===== src/rtl/w_order_scheduler_if.sv =====
// Signal bundle between the AW arbiter / W masters and the W-order scheduler.
// Beat rule: a W beat transfers on a rising edge where the granted master's mst_wvalid_i and bus_wready_i are both 1; valid never waits on ready.
interface w_order_scheduler_if #(
  parameter int M     = 2,
  parameter int N     = 2,
  parameter int LOG_M = (M > 1) ? $clog2(M) : 1,
  parameter int LOG_N = (N > 1) ? $clog2(N) : 1
);
  logic                 aw_fire_i;
  logic [LOG_M-1:0]     aw_src_i;
  logic [LOG_N-1:0]     aw_dst_i;
  logic [N-1:0]         aw_full_o;
  logic [M-1:0]         mst_wvalid_i;
  logic [M*LOG_N-1:0]   mst_wdst_i;
  logic [M-1:0]         mst_wlast_i;
  logic                 bus_wready_i;
  logic [M-1:0]         w_grant_o;
  logic [LOG_M-1:0]     w_src_o;
  logic [LOG_N-1:0]     w_dst_o;
  logic                 w_busy_o;
  logic                 err_o;

  modport master (
    output aw_fire_i, aw_src_i, aw_dst_i, mst_wvalid_i, mst_wdst_i, mst_wlast_i, bus_wready_i,
    input  aw_full_o, w_grant_o, w_src_o, w_dst_o, w_busy_o, err_o
  );

  modport slave (
    input  aw_fire_i, aw_src_i, aw_dst_i, mst_wvalid_i, mst_wdst_i, mst_wlast_i, bus_wready_i,
    output aw_full_o, w_grant_o, w_src_o, w_dst_o, w_busy_o, err_o
  );
endinterface


===== src/rtl/w_order_scheduler.sv =====
// W-bus scheduler: per-slave FIFOs of AW source masters; grants the W bus one whole burst at a time
// so each slave receives write data in the order its AWs were accepted.
module w_order_scheduler #(
  parameter int M     = 2,
  parameter int N     = 2,
  parameter int DEPTH = 4,
  parameter int LOG_M = (M > 1) ? $clog2(M) : 1,
  parameter int LOG_N = (N > 1) ? $clog2(N) : 1,
  localparam int CW   = $clog2(DEPTH + 1),
  localparam int PW   = $clog2(DEPTH)
) (
  input  logic               clk,
  input  logic               rstn,
  w_order_scheduler_if.slave bus,
  output logic               o_dbg_state,
  output logic [LOG_N-1:0]   o_dbg_rr_ptr,
  output logic [N*CW-1:0]    o_dbg_count
);

  typedef enum logic {S_IDLE = 1'b0, S_BURST = 1'b1} state_t;

  state_t           r_state;
  logic [LOG_M-1:0] r_mem    [N][DEPTH];
  logic [PW-1:0]    r_wr_ptr [N];
  logic [PW-1:0]    r_rd_ptr [N];
  logic [CW-1:0]    r_count  [N];
  logic [LOG_N-1:0] r_rr_ptr;
  logic [M-1:0]     r_grant;
  logic [LOG_M-1:0] r_src;
  logic [LOG_N-1:0] r_dst;
  logic             r_busy;
  logic             r_err;

  logic [N-1:0]     w_full;
  logic [N-1:0]     w_push;
  logic [N-1:0]     w_pop_vec;
  logic [N-1:0]     w_elig;
  logic [LOG_M-1:0] w_head [N];
  logic             w_pop;
  logic             w_push_ok;
  logic             w_found;
  logic [LOG_N-1:0] w_pick_slv;
  logic [LOG_M-1:0] w_pick_mst;

  always_comb begin
    w_full     = '0;
    w_push     = '0;
    w_pop_vec  = '0;
    w_elig     = '0;
    w_head     = '{default: '0};
    w_found    = 1'b0;
    w_pick_slv = '0;
    w_pick_mst = '0;
    w_pop      = (r_state == S_BURST) && bus.mst_wvalid_i[r_src] && bus.bus_wready_i
                 && bus.mst_wlast_i[r_src];
    for (int j = 0; j < N; j++) begin
      w_head[j]    = r_mem[j][r_rd_ptr[j]];
      w_full[j]    = (r_count[j] == CW'(DEPTH));
      // A slave is schedulable only when its oldest AW owner is presenting W aimed at it.
      w_elig[j]    = (r_count[j] != '0) && bus.mst_wvalid_i[w_head[j]]
                     && (bus.mst_wdst_i[int'(w_head[j])*LOG_N +: LOG_N] == LOG_N'(j));
      w_pop_vec[j] = w_pop && (r_dst == LOG_N'(j));
    end
    w_push_ok = bus.aw_fire_i && !w_full[bus.aw_dst_i];
    for (int j = 0; j < N; j++) begin
      w_push[j] = w_push_ok && (bus.aw_dst_i == LOG_N'(j));
    end
    for (int k = 0; k < N; k++) begin
      if (!w_found && w_elig[(int'(r_rr_ptr) + k) % N]) begin
        w_found    = 1'b1;
        w_pick_slv = LOG_N'((int'(r_rr_ptr) + k) % N);
        w_pick_mst = w_head[(int'(r_rr_ptr) + k) % N];
      end
    end
  end

  // Storage needs no reset: an entry is only read while its count is non-zero.
  always_ff @(posedge clk) begin
    for (int j = 0; j < N; j++) begin
      if (w_push[j]) r_mem[j][r_wr_ptr[j]] <= bus.aw_src_i;
    end
  end

  always_ff @(posedge clk or negedge rstn) begin
    if (!rstn) begin
      for (int j = 0; j < N; j++) begin
        r_wr_ptr[j] <= '0;
        r_rd_ptr[j] <= '0;
        r_count[j]  <= '0;
      end
      r_err <= 1'b0;
    end else begin
      for (int j = 0; j < N; j++) begin
        if (w_push[j])    r_wr_ptr[j] <= r_wr_ptr[j] + PW'(1);
        if (w_pop_vec[j]) r_rd_ptr[j] <= r_rd_ptr[j] + PW'(1);
        case ({w_push[j], w_pop_vec[j]})
          2'b10:   r_count[j] <= r_count[j] + CW'(1);
          2'b01:   r_count[j] <= r_count[j] - CW'(1);
          default: r_count[j] <= r_count[j];
        endcase
      end
      // Fullness is judged before any same-cycle pop, so this still flags a push racing a pop.
      if (bus.aw_fire_i && w_full[bus.aw_dst_i]) r_err <= 1'b1;
    end
  end

  always_ff @(posedge clk or negedge rstn) begin
    if (!rstn) begin
      r_state  <= S_IDLE;
      r_rr_ptr <= '0;
      r_grant  <= '0;
      r_src    <= '0;
      r_dst    <= '0;
      r_busy   <= 1'b0;
    end else begin
      case (r_state)
        S_IDLE: begin
          if (w_found) begin
            r_grant <= M'(1) << w_pick_mst;
            r_src   <= w_pick_mst;
            r_dst   <= w_pick_slv;
            r_busy  <= 1'b1;
            r_state <= S_BURST;
          end else begin
            r_grant <= '0;
          end
        end
        S_BURST: begin
          if (w_pop) begin
            r_grant  <= '0;
            r_busy   <= 1'b0;
            r_rr_ptr <= LOG_N'((int'(r_dst) + 1) % N);
            r_state  <= S_IDLE;
          end
        end
        default: r_state <= S_IDLE;
      endcase
    end
  end

  assign bus.aw_full_o = w_full;
  assign bus.w_grant_o = r_grant;
  assign bus.w_src_o   = r_src;
  assign bus.w_dst_o   = r_dst;
  assign bus.w_busy_o  = r_busy;
  assign bus.err_o     = r_err;
  assign o_dbg_state   = r_state;
  assign o_dbg_rr_ptr  = r_rr_ptr;

  always_comb begin
    o_dbg_count = '0;
    for (int j = 0; j < N; j++) o_dbg_count[j*CW +: CW] = r_count[j];
  end

endmodule


===== src/flat_wrapper.sv =====
// flat-port wrapper written by rule: the top's interface ports become plain ports
module w_order_scheduler_flat 
#(
  parameter int M     = 2,
  parameter int N     = 2,
  parameter int DEPTH = 4,
  parameter int LOG_M = (M > 1) ? $clog2(M) : 1,
  parameter int LOG_N = (N > 1) ? $clog2(N) : 1,
  localparam int CW   = $clog2(DEPTH + 1),
  localparam int PW   = $clog2(DEPTH)
)
  (clk, rstn, o_dbg_state, o_dbg_rr_ptr, o_dbg_count, bus_aw_fire_i, bus_aw_src_i, bus_aw_dst_i, bus_mst_wvalid_i, bus_mst_wdst_i, bus_mst_wlast_i, bus_bus_wready_i, bus_aw_full_o, bus_w_grant_o, bus_w_src_o, bus_w_dst_o, bus_w_busy_o, bus_err_o);
  w_order_scheduler_if #(.M(M), .N(N), .LOG_M(LOG_M), .LOG_N(LOG_N)) bus_i ();
  input  logic clk;
  input  logic rstn;
  output logic o_dbg_state;
  output logic [LOG_N-1:0] o_dbg_rr_ptr;
  output logic [N*CW-1:0] o_dbg_count;
  input wire logic [$bits(bus_i.aw_fire_i)-1:0] bus_aw_fire_i;
  input wire logic [$bits(bus_i.aw_src_i)-1:0] bus_aw_src_i;
  input wire logic [$bits(bus_i.aw_dst_i)-1:0] bus_aw_dst_i;
  input wire logic [$bits(bus_i.mst_wvalid_i)-1:0] bus_mst_wvalid_i;
  input wire logic [$bits(bus_i.mst_wdst_i)-1:0] bus_mst_wdst_i;
  input wire logic [$bits(bus_i.mst_wlast_i)-1:0] bus_mst_wlast_i;
  input wire logic [$bits(bus_i.bus_wready_i)-1:0] bus_bus_wready_i;
  output wire logic [$bits(bus_i.aw_full_o)-1:0] bus_aw_full_o;
  output wire logic [$bits(bus_i.w_grant_o)-1:0] bus_w_grant_o;
  output wire logic [$bits(bus_i.w_src_o)-1:0] bus_w_src_o;
  output wire logic [$bits(bus_i.w_dst_o)-1:0] bus_w_dst_o;
  output wire logic [$bits(bus_i.w_busy_o)-1:0] bus_w_busy_o;
  output wire logic [$bits(bus_i.err_o)-1:0] bus_err_o;
  assign bus_i.aw_fire_i = bus_aw_fire_i;
  assign bus_i.aw_src_i = bus_aw_src_i;
  assign bus_i.aw_dst_i = bus_aw_dst_i;
  assign bus_i.mst_wvalid_i = bus_mst_wvalid_i;
  assign bus_i.mst_wdst_i = bus_mst_wdst_i;
  assign bus_i.mst_wlast_i = bus_mst_wlast_i;
  assign bus_i.bus_wready_i = bus_bus_wready_i;
  assign bus_aw_full_o = bus_i.aw_full_o;
  assign bus_w_grant_o = bus_i.w_grant_o;
  assign bus_w_src_o = bus_i.w_src_o;
  assign bus_w_dst_o = bus_i.w_dst_o;
  assign bus_w_busy_o = bus_i.w_busy_o;
  assign bus_err_o = bus_i.err_o;
  w_order_scheduler #(.M(M), .N(N), .DEPTH(DEPTH), .LOG_M(LOG_M), .LOG_N(LOG_N)) u_core (.clk(clk), .rstn(rstn), .bus(bus_i), .o_dbg_state(o_dbg_state), .o_dbg_rr_ptr(o_dbg_rr_ptr), .o_dbg_count(o_dbg_count));
endmodule

===== config.mk =====
export PLATFORM = sky130hd
export DESIGN_NAME = w_order_scheduler_flat
export DESIGN_NICKNAME = d
export VERILOG_FILES = /design/src/rtl/w_order_scheduler_if.sv /design/src/rtl/w_order_scheduler.sv /design/src/flat_wrapper.sv
export SDC_FILE = /design/constraint.sdc
export NUM_CORES = 1
export LEC_CHECK = 0
export CAP_MARGIN = 30
export CORE_ASPECT_RATIO = 0.9
export CORE_MARGIN = 8
export CORE_UTILIZATION = 41
export CTS_BUF_LIST = sky130_fd_sc_hd__clkbuf_4 sky130_fd_sc_hd__clkbuf_8
export DETAILED_ROUTE_END_ITERATION = 7
export MAX_ROUTING_LAYER = met4
export PLACE_DENSITY_LB_ADDON = 0.25
export SYNTH_ARGS = -nofsm -noshare
export SYNTH_HDL_FRONTEND = slang
export SYNTH_SLANG_ARGS = --single-unit

===== constraint.sdc =====
create_clock -name clk -period 4.3 [get_ports clk]
set_input_delay 0.645 -clock clk [delete_from_list [all_inputs] [get_ports clk]]
set_output_delay 0.645 -clock clk [all_outputs]
set_load 0.03 [all_outputs]

======== Word-level counts from Yosys, hierarchy flattened ========
Memory sizes are Yosys's and may differ from the RTL's.
Cells that the tools add are included.
storage, ports and cells
  memories kept ........................... 1
  register bits ........................... 22
  logic and storage cells ................. 141
  bits in read-only memories .............. 0
  bits of input ports ..................... 12
  memory bits (writable) .................. 8
  output and inout bits ................... 16
  bits in latches ......................... 0
memory list
  name          depth  width  rd ports  clocked after Yosys merged registers in  write ports  RTL line                 text
  u_core.r_mem  2      4      2         0                                        1            w_order_scheduler.sv:23  logic [LOG_M-1:0] r_mem [N][DEPTH];
cells by class
  reductions and logical operators ........ 26
  bitwise logic cells ..................... 11
  $lt $le $gt $ge ......................... 14
  $mul .................................... 0
  shift operators ......................... 3
  divide/modulo/power cells ............... 0
  muxes and demuxes ....................... 55
  add/sub/neg operators ................... 10
  eq/ne operators ......................... 8
operators with widths
  cell                                                                                   number
  32-bit by 2-bit greater-or-equal comparator with 1-bit output (second input constant)  2
  1-bit two-way mux                                                                      40
  1-bit inverter with 32-bit output                                                      1
  32-bit inverter                                                                        1
  1-bit logical AND                                                                      16
  4-bit two-way mux                                                                      4
  3-bit greater-or-equal comparator (second input constant)                              4
  2-bit inverter with 3-bit output                                                       4
  3-bit one-hot mux with 2 select lines                                                  2
  1-bit by 2-bit < comparator with 1-bit output (second input constant)                  5
  2-bit by 1-bit adder with 2-bit output (second input constant)                         4
  3-bit by 1-bit adder with 3-bit output (second input constant)                         2
  3-bit equality test (second input constant)                                            2
  3-bit by 1-bit < comparator with 1-bit output (second input constant)                  2
  2-bit AND reduction                                                                    3
  3-bit nonzero test                                                                     2
  3-bit by 1-bit subtractor with 3-bit output (second input constant)                    2
  1-bit binary-select mux with 2-bit select                                              2
  1-bit demux with 2-bit select                                                          2
  2-bit by 1-bit equality test with 1-bit output (second input constant)                 2
  2-bit equality test (second input constant)                                            2
  2-bit two-way mux                                                                      2
  1-bit inverter                                                                         4
  1-bit one-hot mux with 2 select lines                                                  2
  other kinds (11)                                                                       15

======== Longest topological paths before layout ========
Gate-level depths: netlist of the first run.
  depth in word-level cells ............... 17
  mapped depth ............................ 11
  mapped depth without buffers ............ 10

======== Least setup slack after synthesis of the first run ========
OpenSTA, ideal clock, no wires.
  kind .................................... register to register
  from .................................... register u_core.r_count (netlist bit u_core.o_dbg_count[0])
  to ...................................... register u_core.r_count (netlist bit u_core.o_dbg_count[2])
  period minus slack after synthesis ...... 2494 ps
  path slack .............................. 1806 ps
  arrival time ............................ 2357 ps
  stages on the path, launching flop included .. 11
  cell sequence ........................... dfrtp_1 inv_1 and3_1 nor3b_1 inv_1 ha_1 inv_1 fa_1 xor2_1 nor2_1 xor2_1
between the ends
  cells in the longest elaborated chain, start to end .. 8
ends and longest elaborated chain
  item                                                                                   RTL line                 text
  from (decl)                                                                            w_order_scheduler.sv:26  logic [CW-1:0] r_count [N];
  from (signal, indexed assignment)                                                      w_order_scheduler.sv:97  2'b10: r_count[j] <= r_count[j] + CW'(1);
  from (signal, indexed assignment)                                                      w_order_scheduler.sv:98  2'b01: r_count[j] <= r_count[j] - CW'(1);
  from (signal, indexed assignment)                                                      w_order_scheduler.sv:99  default: r_count[j] <= r_count[j];
  3-bit equality test *                                                                  w_order_scheduler.sv:58  w_full[j] = (r_count[j] == CW'(DEPTH));
  via bus_aw_full_o[0]                                                                   flat_wrapper.sv:26       output wire logic [$bits(bus_i.aw_full_o)-1:0] bus_aw_full_o;
  1-bit two-way mux (not written as such) * (2 in a row)                                 w_order_scheduler.sv:64  w_push_ok = bus.aw_fire_i && !w_full[bus.aw_dst_i];
  1-bit zero test *                                                                      w_order_scheduler.sv:64
  1-bit logical AND *                                                                    w_order_scheduler.sv:64
  1-bit logical AND *                                                                    w_order_scheduler.sv:66  w_push[j] = w_push_ok && (bus.aw_dst_i == LOG_N'(j));
  2-bit by 1-bit equality test with 1-bit output or 2-bit equality test (tied branches)  w_order_scheduler.sv:96  case ({w_push[j], w_pop_vec[j]})
  3-bit one-hot mux with 2 select lines or 2-bit nonzero test (tied branches)            --
Mark *: on every way through the listed nets, which the timed path passes. The rest lies on a longest branch. The select of a mux whose other input is x is not followed.
A chain may end at the register's enable or synchronous reset.

======== Final worst setup path of the first run ========
  from .................................... input port bus_mst_wvalid_i[0]
  to ...................................... register u_core.r_count (netlist bit u_core.o_dbg_count[2])
between the ends
  cells in the longest elaborated chain, start to end .. 8
ends and longest elaborated chain
  item                                                                                   RTL line                 text
  from (decl)                                                                            flat_wrapper.sv:22       input wire logic [$bits(bus_i.mst_wvalid_i)-1:0] bus_mst_wvalid_i;
  1-bit two-way mux (not written as such) * (2 in a row)                                 w_order_scheduler.sv:54  w_pop = (r_state == S_BURST) && bus.mst_wvalid_i[r_src] && bus.bus_wready_i
  1-bit logical AND * (2 in a row)                                                       w_order_scheduler.sv:54
  1-bit logical AND *                                                                    w_order_scheduler.sv:55  && bus.mst_wlast_i[r_src];
  1-bit logical AND *                                                                    w_order_scheduler.sv:62  w_pop_vec[j] = w_pop && (r_dst == LOG_N'(j));
  via u_core.w_pop_vec[0]                                                                w_order_scheduler.sv:36  logic [N-1:0] w_pop_vec;
  2-bit by 1-bit equality test with 1-bit output or 2-bit equality test (tied branches)  w_order_scheduler.sv:96
  3-bit one-hot mux with 2 select lines or 2-bit nonzero test (tied branches)            --
Marks and branches as above.

==> results.ini, run 1 <==
[run_status]
status = finished, final reports clean

[sta]
rsz0062_at_grt = no
fin_worst_skew_ns = 0.007894
tns_ns = 0
setup_ws_ns = 1.557
fin_crit_sh_pct = 63.80
relSlewSlack_pct = 43.61
period_needed_ns = 2.743
finalHoldViolCount = 0
setup_viol = 0
fmaxAchievable_mhz = 364.5
maxSlewViolCount = 0
tightest_slew_ns = 0.8440

[clocking]
clkSlewWorstSetupHoldPaths_ns = 0.07
cts_tree = done
cts-root-buf = clkbuf_8
post-cts-setup-buffers = 0
cts_made_buffers = 5
cts-resized-gates = 0
clock_latency_ns = 0.28
clockBufferDepth = 2
htree_num_levels = 2
holdBufCountCts = 0
clock_sinks = 30

[global_routing]
grt_pass1_wl_um = 5085
grt-ovfl-total = 0
antenna_found_initial = 0
grt_max_degree = 17
gr-usage-all-layers_pct = 11.45
grt_pass1_vias = 1090

[layout]
regArea_um2 = 790.8
n_antenna_cell = 0
fill_cells = 307
final_layout_size_suffix_gt1_share_pct = 9.639
syn2layout_area_growth_pct = 28.35
multi_input_area_um2 = 689.4
nNetsFinal = 189

[synthesis]
netlist-cell-type-count = 33
synthTopCellsByCount = dfrtp_1, inv_1, nand2_1
synth-edff-count = 8
ys_top_cells_by_area = dfrtp_1, edfxtp_1, ha_1
ys.flop_type = dfrtp_1
avgSynthCellArea_um2 = 11.76
synth_warnings = 0
synth_top_area_cell = dfrtp_1
yosysMostFrequentCell = dfrtp_1
async_reset_ff_share_pct = 73.33
syn-cell-area_um2 = 1540
synth_top_area_share_pct = 35.74
seq_area_frac_synth_pct = 51.34
synth_cells = 131
synth-seq-cells = 30
synth_fp_nets = 155

[routing]
drtIter0Drc = 44
drc = 0
routed_wl_um = 2989
wl_per_cell_um = 14.10
via_count = 1035
ant_nets = 0
first_pass_iters = 4
avgViaCountPerCell = 4.882

[critical_path]
path_max_fanout = 5
critPathKind = in -> reg
crit_path_end_kind = flip-flop
worstPathArrival_ns = 2.95
crit_path_max_incr_delay_ns = 0.49
cp-start-kind = input pin
r2r-start = u_core.o_dbg_count[0]
path_cells = clkdlybuf4s50_1, and3b_1, o211ai_1, nor2_1, ha_1, inv_1, fa_1, xor2_1, nor2_1, xor2_1
r2r_slack_ns = 1.79
crit_path_start = bus_mst_wvalid_i[0]
critical_path.slowest_cell = clkdlybuf4s50_1
cp_data_required_time_ns = 4.51

[run]
cap_violations = 0

[place]
gp_congestion = 0.7686
dp_hpwl_um = 2331
port_buffers = 27
place_ws_ns = 1.270

[power_and_ir_drop]
p_leak_nw = 0.8656
p_switching_mw = 0.5661
intPower_mw = 0.8134
p_seq_share_pct = 37.7
swShare_pct = 41.04
peakVddDrop_mv = 0.2655
comb_power_share_pct = 46.4
power.density_nw_per_um2 = 697.8
p_clk_share_pct = 15.9

[die]
design.core.area_um2 = 3652
die-height_um = 74.15
io_pins = 28
row_count = 21
die_area_um2 = 5976
start_util_pct = 42.17
die_w_um = 80.61

[worst_hold_path]
min_from = u_core.bus.err_o
holdCritPathClass = reg -> reg

-- per-stage QoR --
step                hold slack, ns  utilization, %  instance area, um^2  total power, mW  instances
finish                      0.4710           54.13                 1977            1.379        212
CTS                         0.4748           54.13                 1977            1.395        212
global placement            0.4363           51.04                 1864            1.147        203
global route                0.4930           54.13                 1977            1.481        212
detailed placement          0.4610           51.80                 1892            1.174        204
floorplan                   0.3494               -                 1540           0.9244        131
-- power by group through the flow --
stage	clock network, mW	registers, mW	logic, mW
final	0.219	0.520	0.640
after CTS	0.224	0.521	0.651
after global placement	0	0.519	0.628
after floorplan	0	0.625	0.300
after global routing	0.238	0.542	0.700
after detailed placement	0	0.523	0.651
-- cells by family (layout without fill, tap and decap cells) --
group                      count (synthesis)  after routing  share of synthesized area, %
and+or+nand+nor                           38             38                         12.67
muxes                                      7              7                         6.498
buffers and inverters                     16             51                         3.899
xor gates and xnor gates                  12             12                         6.824
adders and majority gates                 12             12                         10.72
DFF                                       30             30                         51.34
AOI/OAI and AO/OA                         16             16                         8.042
-- sequential cells by signal, indices dropped and copies added, names as in the netlist --
register / cells
u_core.o_dbg_rr_ptr: 1
u_core.bus.err_o: 1
u_core.bus.w_src_o: 1
u_core.bus.w_grant_o: 2
u_core.bus.w_dst_o: 1
u_core.r_rd_ptr: 4
u_core.o_dbg_state: 1
u_core.r_mem: 8
u_core.o_dbg_count: 6
u_core.r_wr_ptr: 4
u_core.bus.w_busy_o: 1
-- cell type report --
| class | count | area share (%) |
|---|---|---|
| inverters | 15 | 2.848 |
| well taps | 46 | 2.911 |
| multi-input cells | 85 | 34.87 |
| repair buffers | 28 | 15.06 |
| flip-flops and latches | 30 | 40.00 |
| clock inverters | 2 | 0.4430 |
| clock buffers | 6 | 3.861 |
-- layout by cell type (no fill, tap or decap), types with 2 or more instances in the layout --
| master | n |
|---|---|
| edfxtp_1 | 8 |
| ha_1 | 10 |
| mux2i_1 | 3 |
| o31ai_1 | 2 |
| nand2b_1 | 2 |
| mux4_2 | 2 |
| xor2_1 | 6 |
| xnor2_1 | 6 |
| a21o_1 | 3 |
| nand2_1 | 11 |
| dfrtp_1 | 22 |
| nor2_1 | 7 |
| o21ai_0 | 3 |
| and2_1 | 9 |
| and3_1 | 3 |
| clkdlybuf4s50_1 | 27 |
| nor3b_1 | 2 |
| clkbuf_8 | 5 |
| fa_1 | 2 |
| inv_1 | 15 |
-- critical path, delay by kind of cell --
kind                       cells  cell delay [ns]
and+or+nand+nor                3             0.63
adders and majority gates      2             0.63
buffers and inverters          2             0.55
xor gates and xnor gates       2             0.32
AOI/OAI and AO/OA              1             0.17
-- per-layer routing --
metal | routed length [um] | global-route usage, % | share of wire, %
met1 | 1280 | 12.92 | 43
met3 | 214 | 4.227 | 7.2
met2 | 1444 | 17.53 | 48
met5 | 0 | - | 0
met4 | 49 | 5.645 | 1.6
-- final timing paths --
kind                            cells after the start                    end
worst min register to register                      1       u_core.bus.err_o
min in group asynchronous                           1     u_core.bus.w_src_o
max in group asynchronous                           2       u_core.bus.err_o
worst min-delay path                                1       u_core.bus.err_o
worst max register to register                     10  u_core.o_dbg_count[2]
worst max-delay path                               10  u_core.o_dbg_count[2]
Power figures use the tool's default switching activity.
==> run 2: changes to the inputs <==
==> constraint.sdc (replaced) <==
create_clock -name clk -period 2.7 [get_ports clk]
set_input_delay 0.405 -clock clk [delete_from_list [all_inputs] [get_ports clk]]
set_output_delay 0.405 -clock clk [all_outputs]
set_load 0.03 [all_outputs]
==> run 2 against run 1 <==
  * Sequential share of layout area fell by 0.10 points
  * Global-route usage down 0.11 points
  * Largest power group unchanged
  * Clock-buffer cell count increased by 1
  * Critical path type unchanged
==> results.ini, run 2 (synthesis gave the netlist of run 1 again) <==
[run_status]
status = finished, final reports clean  ; unchanged

[die]
die_w_um = 80.61  ; unchanged
design.core.area_um2 = 3652  ; unchanged
io_pins = 28  ; unchanged
start_util_pct = 42.17  ; unchanged
die-height_um = 74.15  ; unchanged
die_area_um2 = 5976  ; unchanged
row_count = 21  ; unchanged

[clocking]
cts-root-buf = clkbuf_8  ; unchanged
holdBufCountCts = 0  ; unchanged
clock_latency_ns = 0.28  ; about the same
htree_num_levels = 2  ; unchanged
clock_sinks = 30  ; unchanged
cts-resized-gates = 0  ; unchanged
cts_made_buffers = 5  ; unchanged
cts_tree = done  ; unchanged
clockBufferDepth = 2  ; unchanged
clkSlewWorstSetupHoldPaths_ns = 0.07  ; about the same
post-cts-setup-buffers = 0  ; unchanged

[run]
cap_violations = 0  ; unchanged

[sta]
fmaxAchievable_mhz = 411.9
tightest_slew_ns = 0.6085  ; was 0.8440 ns
tns_ns = 0  ; unchanged
maxSlewViolCount = 0  ; unchanged
fin_worst_skew_ns = 0.009163  ; was 0.007894 ns
fin_crit_sh_pct = 89.91
setup_viol = 0  ; unchanged
period_needed_ns = 2.428
whs_ns = 0.4596  ; was 0.4710 ns
rsz0062_at_grt = no  ; unchanged
relSlewSlack_pct = 59.09  ; was 43.61%
finalHoldViolCount = 0  ; unchanged

[critical_path]
r2r_cells = 9  ; was 10
crit_path_end_kind = flip-flop  ; unchanged
critPathKind = in -> reg  ; unchanged
r2r_slack_ns = 0.45  ; was 1.79 ns
cp_data_required_time_ns = 2.91  ; was 4.51 ns
worstPathArrival_ns = 2.63  ; was 2.95 ns
path_max_fanout = 5  ; unchanged
crit_path_max_incr_delay_ns = 0.50  ; was 0.49 ns
cp-start-kind = input pin  ; unchanged
critical_path.slowest_cell = clkdlybuf4s50_1  ; unchanged
path_cells = clkdlybuf4s50_1, and3b_1, o211ai_1, nor2_1, ha_1, inv_1, fa_1, xor2_1, nor2_1, xor2_1  ; unchanged

[routing]
avgViaCountPerCell = 4.836  ; was 4.882
first_pass_iters = 4  ; unchanged
routed_wl_um = 3046  ; was 2989 um
drtIter0Drc = 47  ; was 44
ant_nets = 0  ; unchanged
wl_per_cell_um = 14.23  ; was 14.10 um
drc = 0  ; unchanged
via_count = 1035  ; unchanged

[place]
dp.cells = 206  ; was 204
dp_hpwl_um = 2381  ; was 2331 um
gp_congestion = 0.8048  ; was 0.7686
port_buffers = 27  ; unchanged

[layout]
fill_cells = 317  ; was 307
final_layout_size_suffix_gt1_share_pct = 11.31  ; was 9.639%
instances_no_fill = 214  ; was 212
regArea_um2 = 790.8  ; unchanged
syn2layout_area_growth_pct = 28.68  ; was 28.35%
nNetsFinal = 191  ; was 189
multi_input_area_um2 = 689.4  ; unchanged
utilization_pct = 54.27  ; was 54.13%
layout_common_cells = clkdlybuf4s50_1, dfrtp_1, inv_1  ; unchanged
largest_reg_flops = 8  ; unchanged
mostFrequentLayoutCell = clkdlybuf4s50_1  ; unchanged
n_antenna_cell = 0  ; unchanged

[power_and_ir_drop]
p_leak_nw = 0.8739  ; was 0.8656 nW
peakVddDrop_mv = 0.4324  ; was 0.2655 mV
power.density_nw_per_um2 = 1120  ; was 697.8 nW/um^2
total_power_mw = 2.219  ; was 1.379 mW

[global_routing]
grt_pass1_wl_um = 4864  ; was 5085 um
gr-usage-all-layers_pct = 11.34  ; was 11.45%
antenna_found_initial = 0  ; unchanged
grt_pass1_vias = 1086  ; was 1090
grt-ovfl-total = 0  ; unchanged
grt_max_degree = 23  ; was 17

[worst_hold_path]
min_path_cells = 1  ; unchanged
holdCritPathClass = reg -> reg  ; unchanged

## run 2: final cells by class
class,instances,area share [%]
Inverter,15,2.841
Tap cell,46,2.904
Clock buffer,7,4.545
Multi-Input combinational cell,85,34.79
Timing Repair Buffer,30,14.77
Sequential cell,30,39.90
Clock inverter,1,0.2525
## run 2: report_power, final
group          internal [mW]  total, mW  switching [mW]
sequential             0.644      0.828           0.184
combinational          0.464       1.02           0.552
clock                  0.215      0.374           0.159
total                   1.32       2.22           0.896
## run 2: stage by stage
| step | area [um^2] | worst slack (ns) |
|---|---|---|
| floorplan | 1540 | 0.2056 |
| global placement | 1887 | 0.08092 |
| detailed placement | 1887 | -0.02514 |
| CTS | 1982 | 0.2616 |
| global route | 1982 | 0.1079 |
| finish | 1982 | 0.2725 |
## run 2: worst paths after layout
check / to / startpoint
max in group asynchronous: u_core.r_wr_ptr[0] / rstn
max: u_core.o_dbg_count[2] / bus_mst_wvalid_i[0]
min: u_core.bus.err_o / u_core.bus.err_o
min reg2reg: u_core.bus.err_o / u_core.bus.err_o
min in group asynchronous: u_core.bus.w_grant_o[0] / rstn
max reg2reg: u_core.o_dbg_count[2] / u_core.bus.w_src_o
## run 2: routing by layer
metal  wire [um]  vias to the layer above  track usage [%]
li1            -                      511                -
met1        1225                      494            10.79
met2        1547                       25            18.77
met3         228                        5            4.348
met4          46                        0            7.661
met5           0                        -                -
## run 2: worst max-delay path: cells and delay by family
family / cells / cell delay [ns]
buffers and inverters: 2 / 0.56
adders and majority gates: 2 / 0.62
and+or+nand+nor: 3 / 0.59
xor gates and xnor gates: 2 / 0.30
AOI/OAI and AO/OA: 1 / 0.16
==> variant 1 (settings of run 1) <==
`N` is set to 2 in 3 places; all go to 4.
--- a/src/rtl/w_order_scheduler_if.sv
+++ b/src/rtl/w_order_scheduler_if.sv
@@ -2,7 +2,7 @@
 // Beat rule: a W beat transfers on a rising edge where the granted master's mst_wvalid_i and bus_wready_i are both 1; valid never waits on ready.
 interface w_order_scheduler_if #(
   parameter int M     = 2,
-  parameter int N     = 2,
+  parameter int N     = 4,
   parameter int LOG_M = (M > 1) ? $clog2(M) : 1,
   parameter int LOG_N = (N > 1) ? $clog2(N) : 1
 );
--- a/src/rtl/w_order_scheduler.sv
+++ b/src/rtl/w_order_scheduler.sv
@@ -2,7 +2,7 @@
 // so each slave receives write data in the order its AWs were accepted.
 module w_order_scheduler #(
   parameter int M     = 2,
-  parameter int N     = 2,
+  parameter int N     = 4,
   parameter int DEPTH = 4,
   parameter int LOG_M = (M > 1) ? $clog2(M) : 1,
   parameter int LOG_N = (N > 1) ? $clog2(N) : 1,
--- a/src/flat_wrapper.sv
+++ b/src/flat_wrapper.sv
@@ -2,7 +2,7 @@
 module w_order_scheduler_flat 
 #(
   parameter int M     = 2,
-  parameter int N     = 2,
+  parameter int N     = 4,
   parameter int DEPTH = 4,
   parameter int LOG_M = (M > 1) ? $clog2(M) : 1,
   parameter int LOG_N = (N > 1) ? $clog2(N) : 1,
Interface: changed (6 resized); port bits go from 28 to 41. The function was not compared with the original's and may differ.
==> variant 1 against run 1 <==
Synthesized area increased by 110%; register-to-register slack worse by 0.12 ns; sequential cell count grew 24; clock power is 56% higher; wire length increased by 130%; critical path type unchanged; setup slack worse by 0.13 ns; total power rose by 86%; non-clock buffer count up 15; global-route usage increased by 1.9 points; critical endpoint unchanged; final area is 96% higher.
==> variant 1: results (changes against run 1) <==
# nets final 376 (+99%); Yosys cell types 63 (+91%); clock network area share 0.0294 (-0.0136); Cell Rows 31 (+48%); Non-clock buffers 43 (+54%); input/output buffers 40 (+48%); max incr delay on CP 0.53 ns (+0.04 ns); max FFs per register 16 (+8); sw power 1120 µW (+98%); Metal-1 WL 2970 µm (+130%); Clock Buffer Count 5 (-1); Clock Sinks 54 (+80%); Post-Synth XOR/XNOR Area 0.0642 (-0.00404); Comb group 1300 µW (+100%); non-filler instance count after layout 433 (+100%); GPL Wtd Cong 0.838 (+9.0%); initial DRC count 84 (+91%); syn_nets 334 (+120%); mux cell area share after synthesis 0.0585 (-0.00652); Placement Setup Slack 1.08 ns (-0.188 ns); Non-CTS inverters 29 (+14); Synth Area in Compound Gates 0.0936 (+0.0132); hold_ws 0.449 ns (-0.0223 ns); post-synthesis sequential area ratio 0.437 (-0.0763); hpwl dp 5260 µm (+130%); Data buffer area share 0.108 (-0.0427); sequential power share 0.363 (-0.014); min-delay worst type in -> async; synth cell count leaders dfrtp_1 (38), inv_1 (28), ha_1 (24); Slew headroom 0.414 (-0.0225); Final Util 0.489 (-0.0519); first-pass GRT wire length 11200 µm (+120%); Post-DP Area 0.00376 mm² (+99%); sequential cell area share 0.370 (-0.0304); fraction of area in multi-input gates 0.433 (+0.0842); worst reg2reg setup slack 1.67 ns (-0.12 ns); worst skew pair latency 0.31 ns (+0.03 ns); Final WS setup 1.42 ns (-0.134 ns); Total GRT Usage 0.133 (+0.0187); status finished clean; EDFF count, synth 16 (+8); Global Route met2 Usage 0.216 (+0.0412); Critical Path AT 3.11 ns (+0.16 ns); Fin Clk Skew 0.0131 ns (+0.00525 ns); gate count of the mapped netlist 291 (+120%); Comb pwr share 0.504 (+0.040); met2 WL 3430 µm (+140%); Async SR Flop Fraction 0.704 (-0.0296); met3 wire length 325 µm (+52%); number of global-route vias before repair 2285 (+110%); Adder-Cell Fraction of Synth Area 0.116 (+0.00893)
-- variant 1: changes by cell type after synthesis, sizes merged, moves of 6 or more --
cell,delta
dfrtp,+16
and2,+12
nand2,+11
xnor2,+6
o21ai,+13
xor2,+6
inv,+13
nor2,+10
ha,+14
edfxtp,+8
-- variant 1: worst paths after layout --
| kind | cells after the start | end | start |
|---|---|---|---|
| setup / recovery | 11 | u_core.o_dbg_count[2]$_DFFE_PN0P_ | bus_mst_wvalid_i[0] |
| hold / removal | 1 | u_core.o_dbg_count[0]$_DFFE_PN0P_ | rstn |
| setup reg to reg | 7 | u_core.bus.w_grant_o[0]$_DFFE_PN0P_ | u_core.r_rd_ptr[0]$_DFFE_PN0P_ |
| hold reg to reg | 1 | u_core.bus.err_o$_DFFE_PN0P_ | u_core.bus.err_o$_DFFE_PN0P_ |
| max in group asynchronous | 1 | u_core.r_wr_ptr[1]$_DFFE_PN0P_ | rstn |
| min in group clk | 1 | u_core.bus.err_o$_DFFE_PN0P_ | u_core.bus.err_o$_DFFE_PN0P_ |
==> variant 2 (config.mk and constraints of run 1) <==
Made on the original files. Make the reset (`rstn`) synchronous in 2 clocked blocks.
--- a/src/rtl/w_order_scheduler.sv
+++ b/src/rtl/w_order_scheduler.sv
@@ -81,7 +81,7 @@
     end
   end
 
-  always_ff @(posedge clk or negedge rstn) begin
+  always_ff @(posedge clk) begin
     if (!rstn) begin
       for (int j = 0; j < N; j++) begin
         r_wr_ptr[j] <= '0;
@@ -104,7 +104,7 @@
     end
   end
 
-  always_ff @(posedge clk or negedge rstn) begin
+  always_ff @(posedge clk) begin
     if (!rstn) begin
       r_state  <= S_IDLE;
       r_rr_ptr <= '0;
Formal check against the unedited RTL: differs if rstn is asserted again (counterexample within 4 cycles, from zero or initial values and one cycle with rstn low); with rstn held inactive, the same outputs for 4 cycles.
==> variant 2 against run 1 <==
Register-to-register slack worse by 0.66 ns; final area is 5.1% higher; wire length is 12% higher; synthesized area is 8.9% higher; setup slack worse by 0.68 ns; count of clock-buffer cells in the layout is 1 lower; worst hold slack worse by 0.0081 ns; sequential cell count stayed put; highest routed layer unchanged.
Power is not compared: it rests on default switching activity, and its combinational part moved more than twofold at a synthesized area within 25%.
==> variant 2: results (changes against run 1) <==
status finished clean; end point of the critical path u_core.r_count[1][2]$_DFFE_PP_; Total GRT Usage 0.112 (-0.00271); Hold Path Origin u_core.bus.w_grant_o[0]$_SDFFE_PN0P_; hold_ws 0.463 ns (-0.00811 ns); number of global-route vias before repair 1190 (+9.2%); worst reg2reg setup slack 1.13 ns (-0.66 ns); met2 WL 1530 µm (+5.8%); Fin Clk Skew 0.00632 ns (-0.00158 ns); placed cell count 232 (+14%); fillcell total 348 (+13%); synth cell count leaders edfxtp_1 (22), inv_1 (18), nand2_1 (17); Metal-1 WL 1590 µm (+24%); met3 wire length 174 µm (-19%); hpwl dp 2630 µm (+13%); initial DRC count 80 (+82%); syn avg cell area 10.5 µm² (-10%); Tot Pwr 725 µW; FF-to-FF Start u_core.r_count[0][0]$_SDFFCE_PN0P_; max incr delay on CP 0.69 ns (+0.20 ns); wire length per cell 13.9 µm (-1.2%); Hold Path Cell Cnt 2 (+1); Global Route met2 Usage 0.169 (-0.00666); Hold EP u_core.bus.w_grant_o[0]$_SDFFE_PN0P_; Critical Path AT 3.45 ns (+0.50 ns); GPL Wtd Cong 0.857 (+11%); vias per inst 4.96 (+1.6%); non-filler instance count after layout 240 (+13%); post-synthesis sequential area ratio 0.490 (-0.0239); Post-DP Area 0.00199 mm² (+5.3%); first-pass GRT wire length 5620 µm (+10%); Slowest cell on crit path o41ai_1; top_reg_cell synth edfxtp_1; EDFF count, synth 22 (+14); syn_nets 187 (+21%); largest net degree at the start of global routing 23 (+6)
## variant 2: layout make-up
cell class              instances  area share
flip-flops and latches         30       0.395
repair buffers                 27       0.130
clock buffers                   5      0.0331
multi-input cells             109       0.372
clock inverters                 3     0.00783
well taps                      48      0.0289
inverters                      18      0.0325
## variant 2: metrics by stage
step	setup slack, ns	util
after floorplan	1.29	-
after global placement	0.815	0.499
after detailed placement	0.618	0.499
after CTS	0.928	0.520
after global routing	0.663	0.520
final	0.878	0.520
## variant 2: kinds of logic after synthesis
logic type,share of synthesized area
xor gates and xnor gates,0.0209
buffers and inverters,0.0492
and+or+nand+nor,0.180
DFF,0.490
adders and majority gates,0.124
muxes,0.0478
AOI/OAI and AO/OA,0.0888
## variant 2: worst max-delay path: cells and delay by family
family | cells | cell delay, ns
simple gates | 4 | 0.69
fa+ha+maj | 1 | 0.23
buf+inv | 2 | 0.60
compound gates | 4 | 1.29
